--- src/rtl/mc_controller.sv ---
// Multicycle MIPS-subset control FSM: Moore state register plus decoded datapath controls.
// Write enables and memreq are forced low combinationally while reset is asserted.
module mc_controller (
  input  logic       clk,
  input  logic       reset,
  input  logic [5:0] op,
  input  logic [5:0] funct,
  input  logic       zero,
  input  logic       memready,
  output logic       memreq,
  output logic       pcEn,
  output logic       IorD,
  output logic       memwrite,
  output logic       IRwrite,
  output logic       regdst,
  output logic       memtoreg,
  output logic       regwrite,
  output logic       alusrcA,
  output logic [1:0] alusrcB,
  output logic [1:0] pcsrc,
  output logic [2:0] alucontrol,
  output logic [3:0] state,
  output logic       illegal
);

  typedef enum logic [3:0] {
    StFetch   = 4'd0,
    StDecode  = 4'd1,
    StMemAdr  = 4'd2,
    StMemRd   = 4'd3,
    StMemWb   = 4'd4,
    StMemWr   = 4'd5,
    StExecute = 4'd6,
    StAluWb   = 4'd7,
    StBeq     = 4'd8,
    StAddiEx  = 4'd9,
    StAddiWb  = 4'd10,
    StJump    = 4'd11
  } state_e;

  localparam logic [5:0] OpRtype = 6'b000000;
  localparam logic [5:0] OpLw    = 6'b100011;
  localparam logic [5:0] OpSw    = 6'b101011;
  localparam logic [5:0] OpBeq   = 6'b000100;
  localparam logic [5:0] OpAddi  = 6'b001000;
  localparam logic [5:0] OpJ     = 6'b000010;

  state_e state_q, state_d;

  logic pcwrite, branch;
  logic memreq_raw, memwrite_raw, irwrite_raw, regwrite_raw, illegal_raw;

  always_ff @(posedge clk) begin
    if (!reset) begin
      state_q <= StFetch;
    end else begin
      state_q <= state_d;
    end
  end

  always_comb begin
    state_d      = state_q;
    pcwrite      = 1'b0;
    branch       = 1'b0;
    memreq_raw   = 1'b0;
    memwrite_raw = 1'b0;
    irwrite_raw  = 1'b0;
    regwrite_raw = 1'b0;
    illegal_raw  = 1'b0;
    IorD         = 1'b0;
    regdst       = 1'b0;
    memtoreg     = 1'b0;
    alusrcA      = 1'b0;
    alusrcB      = 2'b00;
    pcsrc        = 2'b00;
    alucontrol   = 3'b000;
    case (state_q)
      StFetch: begin
        memreq_raw  = 1'b1;
        alusrcB     = 2'b01;
        alucontrol  = 3'b010;
        irwrite_raw = memready;
        pcwrite     = memready;
        state_d     = memready ? StDecode : StFetch;
      end
      StDecode: begin
        alusrcB    = 2'b11;
        alucontrol = 3'b010;
        case (op)
          OpLw, OpSw: state_d = StMemAdr;
          OpRtype:    state_d = StExecute;
          OpBeq:      state_d = StBeq;
          OpAddi:     state_d = StAddiEx;
          OpJ:        state_d = StJump;
          default: begin
            state_d     = StFetch;
            illegal_raw = 1'b1;
          end
        endcase
      end
      StMemAdr: begin
        alusrcA    = 1'b1;
        alusrcB    = 2'b10;
        alucontrol = 3'b010;
        state_d    = (op == OpLw) ? StMemRd : StMemWr;
      end
      StMemRd: begin
        memreq_raw = 1'b1;
        IorD       = 1'b1;
        if (memready) state_d = StMemWb;
      end
      StMemWb: begin
        regwrite_raw = 1'b1;
        memtoreg     = 1'b1;
        state_d      = StFetch;
      end
      StMemWr: begin
        memreq_raw   = 1'b1;
        IorD         = 1'b1;
        memwrite_raw = 1'b1;
        if (memready) state_d = StFetch;
      end
      StExecute: begin
        alusrcA = 1'b1;
        state_d = StAluWb;
        case (funct)
          6'b100000: alucontrol = 3'b010;
          6'b100010: alucontrol = 3'b110;
          6'b100100: alucontrol = 3'b000;
          6'b100101: alucontrol = 3'b001;
          6'b101010: alucontrol = 3'b111;
          default: begin
            alucontrol  = 3'b010;
            illegal_raw = 1'b1;
          end
        endcase
      end
      StAluWb: begin
        regwrite_raw = 1'b1;
        regdst       = 1'b1;
        state_d      = StFetch;
      end
      StBeq: begin
        alusrcA    = 1'b1;
        alucontrol = 3'b110;
        pcsrc      = 2'b01;
        branch     = 1'b1;
        state_d    = StFetch;
      end
      StAddiEx: begin
        alusrcA    = 1'b1;
        alusrcB    = 2'b10;
        alucontrol = 3'b010;
        state_d    = StAddiWb;
      end
      StAddiWb: begin
        regwrite_raw = 1'b1;
        state_d      = StFetch;
      end
      StJump: begin
        pcsrc   = 2'b10;
        pcwrite = 1'b1;
        state_d = StFetch;
      end
      // Unused encodings 12-15 recover to FETCH.
      default: state_d = StFetch;
    endcase
  end

  assign pcEn     = reset & (pcwrite | (branch & zero));
  assign memreq   = reset & memreq_raw;
  assign memwrite = reset & memwrite_raw;
  assign IRwrite  = reset & irwrite_raw;
  assign regwrite = reset & regwrite_raw;
  assign illegal  = reset & illegal_raw;
  assign state    = state_q;

endmodule

--- config.mk ---
export PLATFORM = sky130hd
export DESIGN_NAME = mc_controller
export DESIGN_NICKNAME = d
export VERILOG_FILES = /design/src/rtl/mc_controller.sv
export SDC_FILE = /design/constraint.sdc
export NUM_CORES = 1
export LEC_CHECK = 0
export ABC_CLOCK_PERIOD_IN_PS = 2400
export CAP_MARGIN = 25
export CELL_PAD_IN_SITES_DETAIL_PLACEMENT = 0
export CELL_PAD_IN_SITES_GLOBAL_PLACEMENT = 1
export CORE_AREA = 8 8 62 64
export CTS_CLUSTER_DIAMETER = 120
export DETAILED_ROUTE_END_ITERATION = 7
export DIE_AREA = 0 0 70 72
export GPL_ROUTABILITY_DRIVEN = 0
export PLACE_DENSITY = 0.82
export SLEW_MARGIN = 20
export SYNTH_ARGS = -nofsm -noshare
export SYNTH_HDL_FRONTEND = slang
export SYNTH_SLANG_ARGS = --single-unit
--- constraint.sdc ---
create_clock -name clk -period 2.4 [get_ports clk]
set_clock_uncertainty 0.05 [all_clocks]
set_input_delay 0.72 -clock clk [delete_from_list [all_inputs] [get_ports clk]]
set_output_delay 0.72 -clock clk [all_outputs]
set_load 0.02 [all_outputs]
==> reports/qor.yml, run 1 <==
run_status:
  status: "complete, no violations"
layout:
  layout_commonest_cell: "buf_4"
  nets: 197
  fill_cells: 299
  diodes: 0
  seq_area_sq_um: 81.3
  syn2layout_area_growth_pct: 104
  final_cell_count_no_fill: 212
  layout.cells.most_common_list: "buf_4 (42), nor2_1 (10), dlygate4sd2_1 (10)"
  multi_input_area_sq_um: 591
  largest_reg_flops: 4
  drive_gt1_share_pct: 46.4
floorplanning:
  start_util_pct: 23.3
  die_x_um: 70
  rows: 20
  core_sq_um: 2900
  io_pins: 37
  die_h_um: 72
  die_area_sq_um: 5040
synthesis:
  ys_async_sr_fraction_pct: 0
  syn-cell-area_sq_um: 677
  syn_avg_cell_area_sq_um: 6.51
  synthCells: 104
  synthFlopType: "dfxtp_1"
  synth-seq-area-share_pct: 11.8
  synth-edff-count: 0
  ys_types: 34
  ys_warn_count: 0
  synth_top_area_cell: "dfxtp_1"
  synth_top_area_share_pct: 11.8
  synthTopCellsByArea: "dfxtp_1 (12%), nor2_1 (7.8%), a21oi_1 (7.4%)"
  syn-num-nets: 120
  ys_ff_latch: 4
detailed_routing:
  remaining_drc_errors: 0
  drt_iter0_markers: 12
  wl_per_cell_um: 13.1
  drtPass1Iterations: 4
  vias: 1010
  drt-vias-per-instance: 4.76
  ant_nets: 0
  finalWirelength_um: 2790
timing:
  setup_tns_ns: 0
  setup_ws_ns: 0.0181
  relSlewSlack_pct: 77.2
  rsz0062_at_grt: "true"
  worst_pin_slew_ns: 0.341
  final_hold_viol_count: 0
  slew_violations: 0
  setup_violations: 0
  post-route-period-util_pct: 99.2
  clock.fmax_mhz: 420
  layout_min_cycle_time_ns: 2.38
hold_path:
  hp-start: "state[3]"
  hold_path_class: "flop to flop"
  hold_depth: 3
  whs_endpoint: "state[3]"
placed_design:
  dp_hpwl_um: 2170
  dpl_worst_slack_ns: -0.831
  io_buffer_count: 36
  place_inst: 203
pwr:
  p_leak_nw: 0.682
  swShare_pct: 32.9
  ir_worst_vdd_v: 0.000169
  pwr-share-comb_pct: 48.9
  power.density_nw_per_um2: 215
  p_int_mw: 0.199
  pwr-share-seq_pct: 23.6
  p_switching_mw: 0.0976
  clockPowerShare_pct: 27.5
grt:
  antenna_found_initial: 0
  grt_pass1_vias: 1090
  track_usage_pct: 10.7
  grt_max_degree: 17
  gr-total-overflow: 0
  grt_pass1_wl_um: 4640
worst_setup_path:
  criticalPathCategory: "input port to output pin"
  regToRegEndpoint: "state[2]"
  worstPathMaxFanout: 3
  critPathArrivalTime_ns: 1.61
  r2r-start: "state[0]"
  crit_required_ns: 1.63
  crit_path_start_kind: "input port"
  rrSetupSlack_ns: 1.03
  cpMaxStageDelayCell: "a41o_1"
  end_kind: "output pin"
  cpMostUsedCell: "buf_4"
  slowest_delay_ns: 0.27
  ff2ff_path_depth: 6
  crit_chain: "buf_4 > buf_4 > o21ai_1 > o211ai_1 > a41o_1 > buf_6"
clocking:
  clk_latency_ns: 0.23
  clkSinkCount: 4
  clk_pin_slew_ns: 0.04
  cts_root_buf: "clkbuf_4"
  hold_buffers: 0
  cts_inserted_buffers: 3
  cts_buffer_depth: 2
  h-tree-depth: 1
  cts_tree: "done"
run:
  max_cap_violations: 0
[layer usage]
| metal | global-route usage [%] | part of all wire (%) |
|---|---|---|
| met5 | 0 | 0 |
| met4 | 4.02 | 0 |
| met3 | 2.73 | 5.2 |
| met2 | 19.7 | 51 |
| met1 | 11.4 | 43 |
[timing repair]
item                                    4_1_cts  5_1_grt
pin swaps                                    11       11
setup buffers                                 6        1
endpoints found under the setup margin       17        6
gates resized for setup                      92       28
[synthesized netlist by cell type (2+ instances only)]
library cell / n
nand2b_1: 4
nand4_1: 4
nand3_1: 4
nor2_1: 14
buf_2: 3
xor2_1: 2
buf_4: 2
dfxtp_1: 4
nor4_1: 2
mux2i_1: 4
o21ai_0: 3
buf_6: 2
nor3_1: 8
nor2b_1: 3
xnor2_1: 2
a21oi_1: 10
nand2_1: 9
inv_1: 5
o22ai_1: 2
o211ai_1: 2
a22oi_1: 2
[power groups by stage]
| stage | logic, mW | clock network, mW | registers (mW) |
|---|---|---|---|
| 6_report | 0.145 | 0.0816 | 0.0701 |
| 5_1_grt | 0.157 | 0.0882 | 0.0704 |
| 4_1_cts | 0.142 | 0.0830 | 0.0702 |
| 3_5_place_dp | 0.140 | 0 | 0.0710 |
| 3_3_place_gp | 0.138 | 0 | 0.0711 |
| 2_1_floorplan | 0.0518 | 0 | 0.0734 |
[layout make-up]
cell class / instances / share of cell area, %
Sequential cell: 4 / 5.90
Timing Repair Buffer: 79 / 45.0
Multi-Input combinational cell: 87 / 42.8
Inverter: 6 / 1.63
Tap cell: 33 / 2.99
Clock buffer: 3 / 1.63
[cell families after synthesis]
logic type,share of synthesized area [%]
buf+inv,11.1
compound gates,24.0
flops,11.8
simple gates,40.3
xor+xnor,5.18
mux,7.58
[worst max-delay path by stage]
stage / start / slack [ns] / endpoint / depth (start not counted)
2_1_floorplan: op[3] / 0.08 / illegal / 4
3_3_place_gp: op[0] / -0.78 / illegal / 6
3_5_place_dp: op[0] / -0.83 / illegal / 6
4_1_cts: op[0] / -0.07 / illegal / 6
5_1_grt: op[3] / -0.01 / illegal / 6
6_report: op[3] / 0.02 / illegal / 6
[through the flow]
step	hold slack, ns	instance area, sq um	power [mW]	util (%)
CTS	0.647	1380	0.296	47.6
finish	0.644	1380	0.297	47.5
global route	0.692	1380	0.316	47.5
detailed placement	0.624	1300	0.211	44.9
global placement	0.613	1300	0.209	44.9
floorplan	0.670	677	0.125	-
[worst max-delay path, delay by kind of cell]
family | cells | cell delay, ns
AO/OA/AOI/OAI | 3 | 0.51
buffers and inverters | 3 | 0.39
(Power assumes the default switching activity.)
==> run 2, diff against run 1 <==
Settings changed: CORE_AREA 8 8 62 64 to 8 8 83 48, DIE_AREA 0 0 70 72 to 0 0 91 56, PLACE_DENSITY 0.82 to 0.84.
==> reports/qor.yml, run 2 (same netlist as run 1, synthesis figures left out) <==
run_status:
  status: "finished with violations"
  violations: "setup timing"
detailed_routing:
  remaining_drc_errors: 0
  vias: 1159
  finalWirelength_um: 3690
  ant_nets: 0
  drtPass1Iterations: 4
  wl_per_cell_um: 16.0
  drt-vias-per-instance: 5.02
  drt_iter0_markers: 107
clocking:
  cts_inserted_buffers: 3
  h-tree-depth: 1
  clk_pin_slew_ns: 0.03
  clk_latency_ns: 0.22
  hold_buffers: 0
  cts_buffer_depth: 2
  clkSinkCount: 4
  cts_tree: "done"
  cts_root_buf: "clkbuf_8"
pwr:
  p_switching_mw: 0.123
  pwr-share-seq_pct: 18.4
  clockPowerShare_pct: 38.1
  p_leak_nw: 0.728
  power.density_nw_per_um2: 251
  p_int_mw: 0.263
  pwr-share-comb_pct: 43.5
  ir_worst_vdd_v: 0.000108
  swShare_pct: 31.9
floorplanning:
  die_area_sq_um: 5100
  start_util_pct: 23.9
  core_sq_um: 2840
  die_x_um: 91
  io_pins: 37
  die_h_um: 56
  rows: 14
layout:
  layout.cells.most_common_list: "buf_4 (56), nor2_1 (11), dlygate4sd2_1 (10)"
  nets: 209
  final_cell_count_no_fill: 231
  stdcell_area_sq_um: 1540
  largest_reg_flops: 4
  diodes: 0
  syn2layout_area_growth_pct: 128
  drive_gt1_share_pct: 51.8
  layout_commonest_cell: "buf_4"
timing:
  post-route-period-util_pct: 101
  setup_violations: 1
  relSlewSlack_pct: 80.7
  slew_violations: 0
  clock.fmax_mhz: 414
  worst_pin_slew_ns: 0.287
  rsz0062_at_grt: "true"
  final_hold_viol_count: 0
  setup_ws_ns: -0.0134
  layout_min_cycle_time_ns: 2.41
run:
  max_cap_violations: 0
worst_setup_path:
  crit_required_ns: 1.63
  end_kind: "output pin"
  cpMaxStageDelayCell: "a311oi_2"
  slowest_delay_ns: 0.28
  crit_chain: "dlygate4sd2_1 > nor2b_4 > a311oi_2 > a41o_1 > buf_6"
  critPathArrivalTime_ns: 1.64
  crit_path_start_kind: "input port"
  criticalPathCategory: "input port to output pin"
  worstPathMaxFanout: 5
grt:
  gr-total-overflow: 0
  grt_pass1_vias: 1147
  grt_max_degree: 12
  grt_pass1_wl_um: 5750
  track_usage_pct: 13.7
  antenna_found_initial: 0
placed_design:
  io_buffer_count: 36
  dp_hpwl_um: 2380
  place_inst: 216
  postPlaceCellArea_sq_um: 1360
hold_path:
  hold_path_class: "flop to flop"
==> run 2: changes by cell type in the layout (fill, tap and decap cells not counted), sizes merged <==
cell | previous run | this run
buf | 54 | 67
dlymetal6s2s | 1 | 0
clkdlybuf4s50 | 3 | 4
clkbuf | 11 | 10
==> run 2: area by class of cell <==
type | count | area, sq um
multi-input cells | 87 | 622
flip-flops and latches | 4 | 81.3
well taps | 40 | 50.0
repair buffers | 91 | 723
fillers | 242 | 1300
inverters | 6 | 22.5
clock buffers | 3 | 41.3
==> run 2: through the flow <==
step	total power, mW	worst slack, ns	util (%)	hold slack (ns)	setup TNS, ns
finish	0.386	-0.0134	54.3	0.639	-0.0134
global route	0.403	-0.0395	54.3	0.660	-0.0708
CTS	0.372	-0.0838	53.5	0.604	-0.163
detailed placement	0.217	-0.817	47.8	0.599	-5.85
global placement	0.215	-0.777	47.8	0.605	-5.70
floorplan	0.125	0.0799	-	0.670	0
==> run 2: worst max-delay path: cells and delay by family <==
kind	cells	cell delay, ns
compound gates	2	0.44
buf+inv	2	0.35
simple gates	1	0.14
==> run 2: repair_timing <==
action,in CTS,in global routing
buffers inserted,12,1
gates resized for setup,91,42
setup endpoints to repair,17,10
pin swaps,9,10
==> run 2: final timing paths <==
check                           startpoint  endpoint  slack, ns  cells past startpoint
worst max-delay path              funct[5]   illegal      -0.01                      5
worst min-delay path              state[3]  state[3]       0.64                      3
worst max register to register    state[1]  state[2]       0.85                      6
worst min register to register    state[3]  state[3]       0.64                      3
==> run 2: power by group through the flow <==
| stage | sequential [mW] | combinational (mW) | clock, mW |
|---|---|---|---|
| after detailed placement | 0.0716 | 0.145 | 0 |
| after global routing | 0.0712 | 0.181 | 0.150 |
| after CTS | 0.0707 | 0.154 | 0.147 |
| after floorplan | 0.0734 | 0.0518 | 0 |
| after global placement | 0.0718 | 0.143 | 0 |
| final | 0.0711 | 0.168 | 0.147 |
==> run 2: routing by layer <==
layer	wire length, um	GRT usage (%)	up-vias
li1	-	-	556
met1	1570	16.0	537
met2	1760	22.9	57
met3	281	3.63	9
met4	82	6.47	0
met5	0	0	-
